==> src/rtl/matmul_seq.sv <==
// matmul_seq: sequential signed C = A*B, one multiply-accumulate per cycle, row-major valid/ready output.
// Optional MATMUL_SAT_EN: the output stage saturates to DATAWIDTH instead of wrapping.
module matmul_seq #(
    parameter int DATAWIDTH = 8,
    parameter int M         = 4,
    parameter int N         = 4,
    parameter int P         = 4,
    parameter int ACCWIDTH  = 2*DATAWIDTH+4,
    localparam int RW       = (M > 1) ? $clog2(M) : 1,
    localparam int CW       = (P > 1) ? $clog2(P) : 1
) (
    input  logic                      clk,
    input  logic                      rst,
    input  logic                      start,
    input  logic [M*N*DATAWIDTH-1:0]  a_flat,
    input  logic [N*P*DATAWIDTH-1:0]  b_flat,
    output logic                      busy,
    output logic                      c_valid,
    input  logic                      c_ready,
    output logic [DATAWIDTH-1:0]      c_data,
    output logic [RW-1:0]             c_row,
    output logic [CW-1:0]             c_col,
    output logic                      c_last,
    output logic                      done
);

    localparam int IW = (N > 1) ? $clog2(N) : 1;
    localparam logic [IW-1:0] IDX_LAST = IW'(N-1);
    localparam logic [RW-1:0] ROW_LAST = RW'(M-1);
    localparam logic [CW-1:0] COL_LAST = CW'(P-1);
    localparam logic signed [ACCWIDTH-1:0] SAT_MAX =
        {{(ACCWIDTH-DATAWIDTH+1){1'b0}}, {(DATAWIDTH-1){1'b1}}};
    localparam logic signed [ACCWIDTH-1:0] SAT_MIN =
        {{(ACCWIDTH-DATAWIDTH+1){1'b1}}, {(DATAWIDTH-1){1'b0}}};

    typedef enum logic [1:0] {S_IDLE, S_MAC, S_OUT, S_DONE} state_t;

    state_t state_q, state_d;

    // Packed layout matches the flat buses element-for-element.
    logic [M-1:0][N-1:0][DATAWIDTH-1:0] a_q, a_d;
    logic [N-1:0][P-1:0][DATAWIDTH-1:0] b_q, b_d;

    logic [RW-1:0]               row_q, row_d;
    logic [CW-1:0]               col_q, col_d;
    logic [IW-1:0]               idx_q, idx_d;
    logic signed [ACCWIDTH-1:0]  acc_q, acc_d;

    logic                        c_valid_q, c_valid_d;
    logic [DATAWIDTH-1:0]        c_data_q, c_data_d;
    logic [RW-1:0]               c_row_q, c_row_d;
    logic [CW-1:0]               c_col_q, c_col_d;
    logic                        c_last_q, c_last_d;

    logic signed [DATAWIDTH-1:0]   a_el, b_el;
    logic signed [2*DATAWIDTH-1:0] prod;
    logic signed [ACCWIDTH-1:0]    acc_base, sum;
    logic [DATAWIDTH-1:0]          c_out;

    // Datapath: current product, running sum and its narrowed output form.
    always_comb begin
        a_el     = a_q[row_q][idx_q];
        b_el     = b_q[idx_q][col_q];
        prod     = a_el * b_el;
        acc_base = (idx_q == '0) ? '0 : acc_q;
        sum      = acc_base + ACCWIDTH'(prod);
`ifdef MATMUL_SAT_EN
        if (sum > SAT_MAX)
            c_out = SAT_MAX[DATAWIDTH-1:0];
        else if (sum < SAT_MIN)
            c_out = SAT_MIN[DATAWIDTH-1:0];
        else
            c_out = sum[DATAWIDTH-1:0];
`else
        c_out = sum[DATAWIDTH-1:0];
`endif
    end

    always_comb begin
        state_d   = state_q;
        a_d       = a_q;
        b_d       = b_q;
        row_d     = row_q;
        col_d     = col_q;
        idx_d     = idx_q;
        acc_d     = acc_q;
        c_valid_d = c_valid_q;
        c_data_d  = c_data_q;
        c_row_d   = c_row_q;
        c_col_d   = c_col_q;
        c_last_d  = c_last_q;

        unique case (state_q)
            S_IDLE: begin
                if (start) begin
                    a_d     = a_flat;
                    b_d     = b_flat;
                    row_d   = '0;
                    col_d   = '0;
                    idx_d   = '0;
                    acc_d   = '0;
                    state_d = S_MAC;
                end
            end
            S_MAC: begin
                acc_d = sum;
                if (idx_q == IDX_LAST) begin
                    c_data_d  = c_out;
                    c_row_d   = row_q;
                    c_col_d   = col_q;
                    c_last_d  = (row_q == ROW_LAST) && (col_q == COL_LAST);
                    c_valid_d = 1'b1;
                    state_d   = S_OUT;
                end else begin
                    idx_d = idx_q + IW'(1);
                end
            end
            S_OUT: begin
                if (c_ready) begin
                    c_valid_d = 1'b0;
                    if (c_last_q) begin
                        state_d = S_DONE;
                    end else begin
                        if (col_q == COL_LAST) begin
                            col_d = '0;
                            row_d = row_q + RW'(1);
                        end else begin
                            col_d = col_q + CW'(1);
                        end
                        idx_d   = '0;
                        state_d = S_MAC;
                    end
                end
            end
            S_DONE: begin
                state_d = S_IDLE;
            end
            default: state_d = S_IDLE;
        endcase
    end

    always_ff @(posedge clk or posedge rst) begin
        if (rst) begin
            state_q   <= S_IDLE;
            a_q       <= '0;
            b_q       <= '0;
            row_q     <= '0;
            col_q     <= '0;
            idx_q     <= '0;
            acc_q     <= '0;
            c_valid_q <= 1'b0;
            c_data_q  <= '0;
            c_row_q   <= '0;
            c_col_q   <= '0;
            c_last_q  <= 1'b0;
        end else begin
            state_q   <= state_d;
            a_q       <= a_d;
            b_q       <= b_d;
            row_q     <= row_d;
            col_q     <= col_d;
            idx_q     <= idx_d;
            acc_q     <= acc_d;
            c_valid_q <= c_valid_d;
            c_data_q  <= c_data_d;
            c_row_q   <= c_row_d;
            c_col_q   <= c_col_d;
            c_last_q  <= c_last_d;
        end
    end

    assign busy    = (state_q != S_IDLE);
    assign done    = (state_q == S_DONE);
    assign c_valid = c_valid_q;
    assign c_data  = c_data_q;
    assign c_row   = c_row_q;
    assign c_col   = c_col_q;
    assign c_last  = c_last_q;

endmodule

==> config.mk <==
export PLATFORM = sky130hd
export DESIGN_NAME = matmul_seq
export DESIGN_NICKNAME = d
export VERILOG_FILES = /design/src/rtl/matmul_seq.sv
export SDC_FILE = /design/constraint.sdc
export NUM_CORES = 1
export LEC_CHECK = 0
export CAP_MARGIN = 20
export CORE_ASPECT_RATIO = 1.75
export CORE_MARGIN = 2
export CORE_UTILIZATION = 50
export DETAILED_ROUTE_END_ITERATION = 6
export DONT_BUFFER_PORTS = 1
export PLACE_DENSITY = 0.61
export SLEW_MARGIN = 20
export SYNTH_ARGS = -nofsm -noshare
export SYNTH_HDL_FRONTEND = slang
export SYNTH_SLANG_ARGS = --single-unit
==> constraint.sdc <==
create_clock -name clk -period 24 [get_ports clk]
set_clock_uncertainty 0.1 [all_clocks]
set_input_delay 3.6 -clock clk [delete_from_list [all_inputs] [get_ports clk]]
set_output_delay 3.6 -clock clk [all_outputs]
set_load 0.005 [all_outputs]
==> PnR_summary.wiki <==
{| class="wikitable"
! Metric !! Value
|-
| Clock network latency to the later pin of the worst-skew pair || 550 ps
|-
| Post-synth net total || about 1,200
|-
| Number of buffers added by the clock tree synthesis step || 28
|-
| Most used standard cell by instance count after synthesis || dfrtp_1
|-
| Overall via count from detail_route || 7,545
|-
| Number of nets with antenna violations after routing || 0
|-
| Mapped Cells || 921
|-
| Total number of clock tree sinks || 286
|-
| Final routed wire length divided by cell count || 25.0 um
|-
| Buf+Inv Stages, Crit Path || 3
|-
| Fraction of final layout cells with drive strength greater than 1 || 43.6%
|-
| Aggregate routed wire length || 32.5 mm
|-
| Kind of end point of the critical path || flip-flop
|-
| Fraction of the yosys area taken by sequential cells || 52.0%
|-
| Total of warnings raised by yosys || 0
|-
| Global-route wire length before repair || 49.9 mm
|-
| Number of enable flip-flop cells after synthesis || 0
|-
| Kind of cell adding the most delay to the critical path || adder cells
|-
| Signed area change from the synthesized netlist to the final layout || 9.42%
|-
| Number of distinct library cells after synthesis || 39
|-
| Max-cap viol count || 0
|-
| Count of final hold-check violations || 0
|-
| Type of the tightest min-delay check || reg2reg
|-
| Main area contributors after synthesis || dfrtp_1 (52%), mux2_2 (22%), mux4_2 (11%)
|-
| Via/cell ratio || just under 6
|-
| Max Buffers Root-to-Sink || 3
|-
| Root buffer cell || clkbuf_16
|-
| Crit path top cell by count || xnor2_1
|-
| Core ar. || 27,200 um2
|-
| Number of buffers inserted by hold repair at cts || 0
|-
| Starting density of the core || 50.6%
|-
| Unrepaired setup endpoints after global routing || false
|-
| Data required time at the worst endpoint || 24,360 ps
|-
| Outcome || complete, no violations
|-
| Setup TNS || 0 ps
|-
| Vias in the first global route || 8,481
|-
| Number of nets at the end of the flow || 1,206
|-
| Total of flip-flops plus latches after synthesis || approximately 290
|-
| Max frequency || 0.150 GHz
|-
| Number of setup violations in the final report || 0
|-
| Half-perimeter wire length of the detailed placement result || 24.4 mm
|-
| Final critical-path required period || 6670 ps
|-
| Die Ht || 224 um
|-
| Remaining design rule violation count || 0
|-
| Setup bufs post-CTS || 0
|-
| Die Width || 129 um
|-
| Area leader, netlist || dfrtp_1
|-
| Number of antenna violations at the first check in global routing || 5
|-
| Drt first pass iters || 4
|-
| Mean area per synthesized cell || 14.9 um2
|-
| Crit path launch type || flip-flop
|-
| List of most frequent post-synthesis cells || dfrtp_1 (286), mux2_2 (266), mux4_2 (68), nand2_1 (51), clkbuf_1 (37)
|-
| List of cells traversed by the critical path || buf_4 -> mux4_2 -> mux4_2 -> nor2b_1 -> fa_1 -> fa_1 -> ha_1 -> inv_1 -> fa_1 -> inv_1 -> ha_1 -> ha_1 -> a21o_1 -> a21oi_1 -> xnor2_1 -> xnor2_1 -> xnor2_1 -> xnor2_1 -> xnor3_1 -> o22ai_2
|-
| Actual slew at the worst max-slew pin || 1020 ps
|-
| Biggest fanout along the worst timing path || 27
|-
| # H-tree levels || 1
|-
| Critical Path Slowest Stage Cell || dfrtp_2
|-
| Final Max Tran Viols || 0
|-
| Fraction of registers with async set or reset after synthesis || 100%
|-
| Pin count of the biggest net entering global routing || roughly 170
|-
| Clock transition at the register clock pins on the worst setup and hold paths after CTS || 60 ps
|-
| Filler Cell Count || around 2,300
|-
| Total gr overflow || 0
|-
| CTS-repair resized insts || 0
|-
| Synth top area share || between 50 and 60%
|-
| Number of rows created at floorplan || 80
|-
| Relative slew slack || about a third
|-
| Area enclosed by the die boundary || a little under 30,000 um2
|-
| Largest stage delay, worst path || 680 ps
|-
| Share of the cycle needed by the critical path after routing || 27.8%
|-
| Summed instance area of the synthesized netlist || 13,800 um2
|-
| Leading register cell type out of synthesis || dfrtp_1
|-
| Placer Congestion || 0.821
|-
| CP Class || reg2reg
|-
| Data arrival at the endpoint of the critical path || about 7000 ps
|-
| TritonCTS clock tree || built
|-
| Ports placed on the boundary || 276
|-
| Count of routing violations after the opening detailed-route iteration || ~360
|-
| Number of port buffers || 0
|-
| Total routing usage reported by global routing || 23.0%
|}
==> state kept, by name (all words and copies together), names as in the netlist, 2 cells and up <==
signal and flops:
c_col 2, idx_q 2, a_q 128, c_row 2, b_q 128, row_q 2, c_data 8, acc_q 8
state_q 2, col_q 2
==> logic make-up (layout without fill, tap and decap cells) <==
group                      count (synthesis)  after routing  synth area share (%)
AOI/OAI and AO/OA                         60             60                  3.14
xor gates and xnor gates                  17             17                  1.18
adders and majority gates                 42             42                  4.80
buffers and inverters                     81             86                  2.57
DFF                                      286            286                  52.0
muxes                                    336            336                  33.0
other                                      0              5                     0
and+or+nand+nor                           99             99                  3.30
==> metal layers <==
metal | routed length (um) | track usage [%] | share of wire (%)
met2 | 18400 | 43.0 | 57
met5 | 15 | 0 | 0.046
met4 | 916 | 8.15 | 2.8
met3 | 2020 | 5.18 | 6.2
met1 | 11100 | 25.0 | 34
==> layout by cell type, fill, tap and decap left out, drive strengths merged, types with 8 or more instances in the layout <==
| master | netlist | final |
|---|---|---|
| ha | 24 | 24 |
| mux4 | 68 | 68 |
| fa | 18 | 18 |
| clkbuf | 37 | 42 |
| nor2b | 13 | 13 |
| buf | 18 | 8 |
| o21ai | 18 | 18 |
| dfrtp | 286 | 286 |
| xnor2 | 14 | 14 |
| nand2 | 52 | 52 |
| a21oi | 12 | 12 |
| mux2 | 266 | 266 |
| nor2 | 16 | 16 |
| inv | 26 | 27 |
| nand2b | 9 | 9 |
| a22oi | 13 | 13 |
==> final cells by class <==
type | instances | area [um2] | share of cell area, %
sequential | 286 | 7160 | 47.5
clock inverter | 10 | 135 | 0.897
multi-input combinational | 554 | 6260 | 41.6
clock buffer | 42 | 855 | 5.67
inverter | 26 | 105 | 0.698
timing repair buffer | 8 | 72.6 | 0.482
antenna | 5 | 12.5 | 0.0831
tap | 369 | 462 | 3.06
==> per-stage QoR <==
stage	utilization, %	setup WS (ps)	hold slack, ps	instances	area [um2]
after CTS	55.3	17260	406	1295	15100
after global placement	51.6	17350	385	1243	14100
final	55.3	17330	403	1300	15100
after global routing	55.3	16860	420	1298	15100
after detailed placement	51.6	17310	391	1243	14100
after floorplan	-	12410	367	921	13800
==> worst paths after layout <==
path                               start  endpoint  slack [ps]  depth (start not counted)
worst min register to register  a_q[110]  a_q[110]         400                          1
worst max register to register  idx_q[0]  acc_q[7]       17330                         20
min in group asynchronous            rst   a_q[76]        2940                          1
worst max-delay path            idx_q[0]  acc_q[7]       17330                         20
max in group asynchronous            rst  idx_q[1]       19170                          2
worst min-delay path            a_q[110]  a_q[110]         400                          1
Power is left out: the tool's default activity adds up to more than one toggle a clock period on the data nets, which glitch-free logic cannot reach.
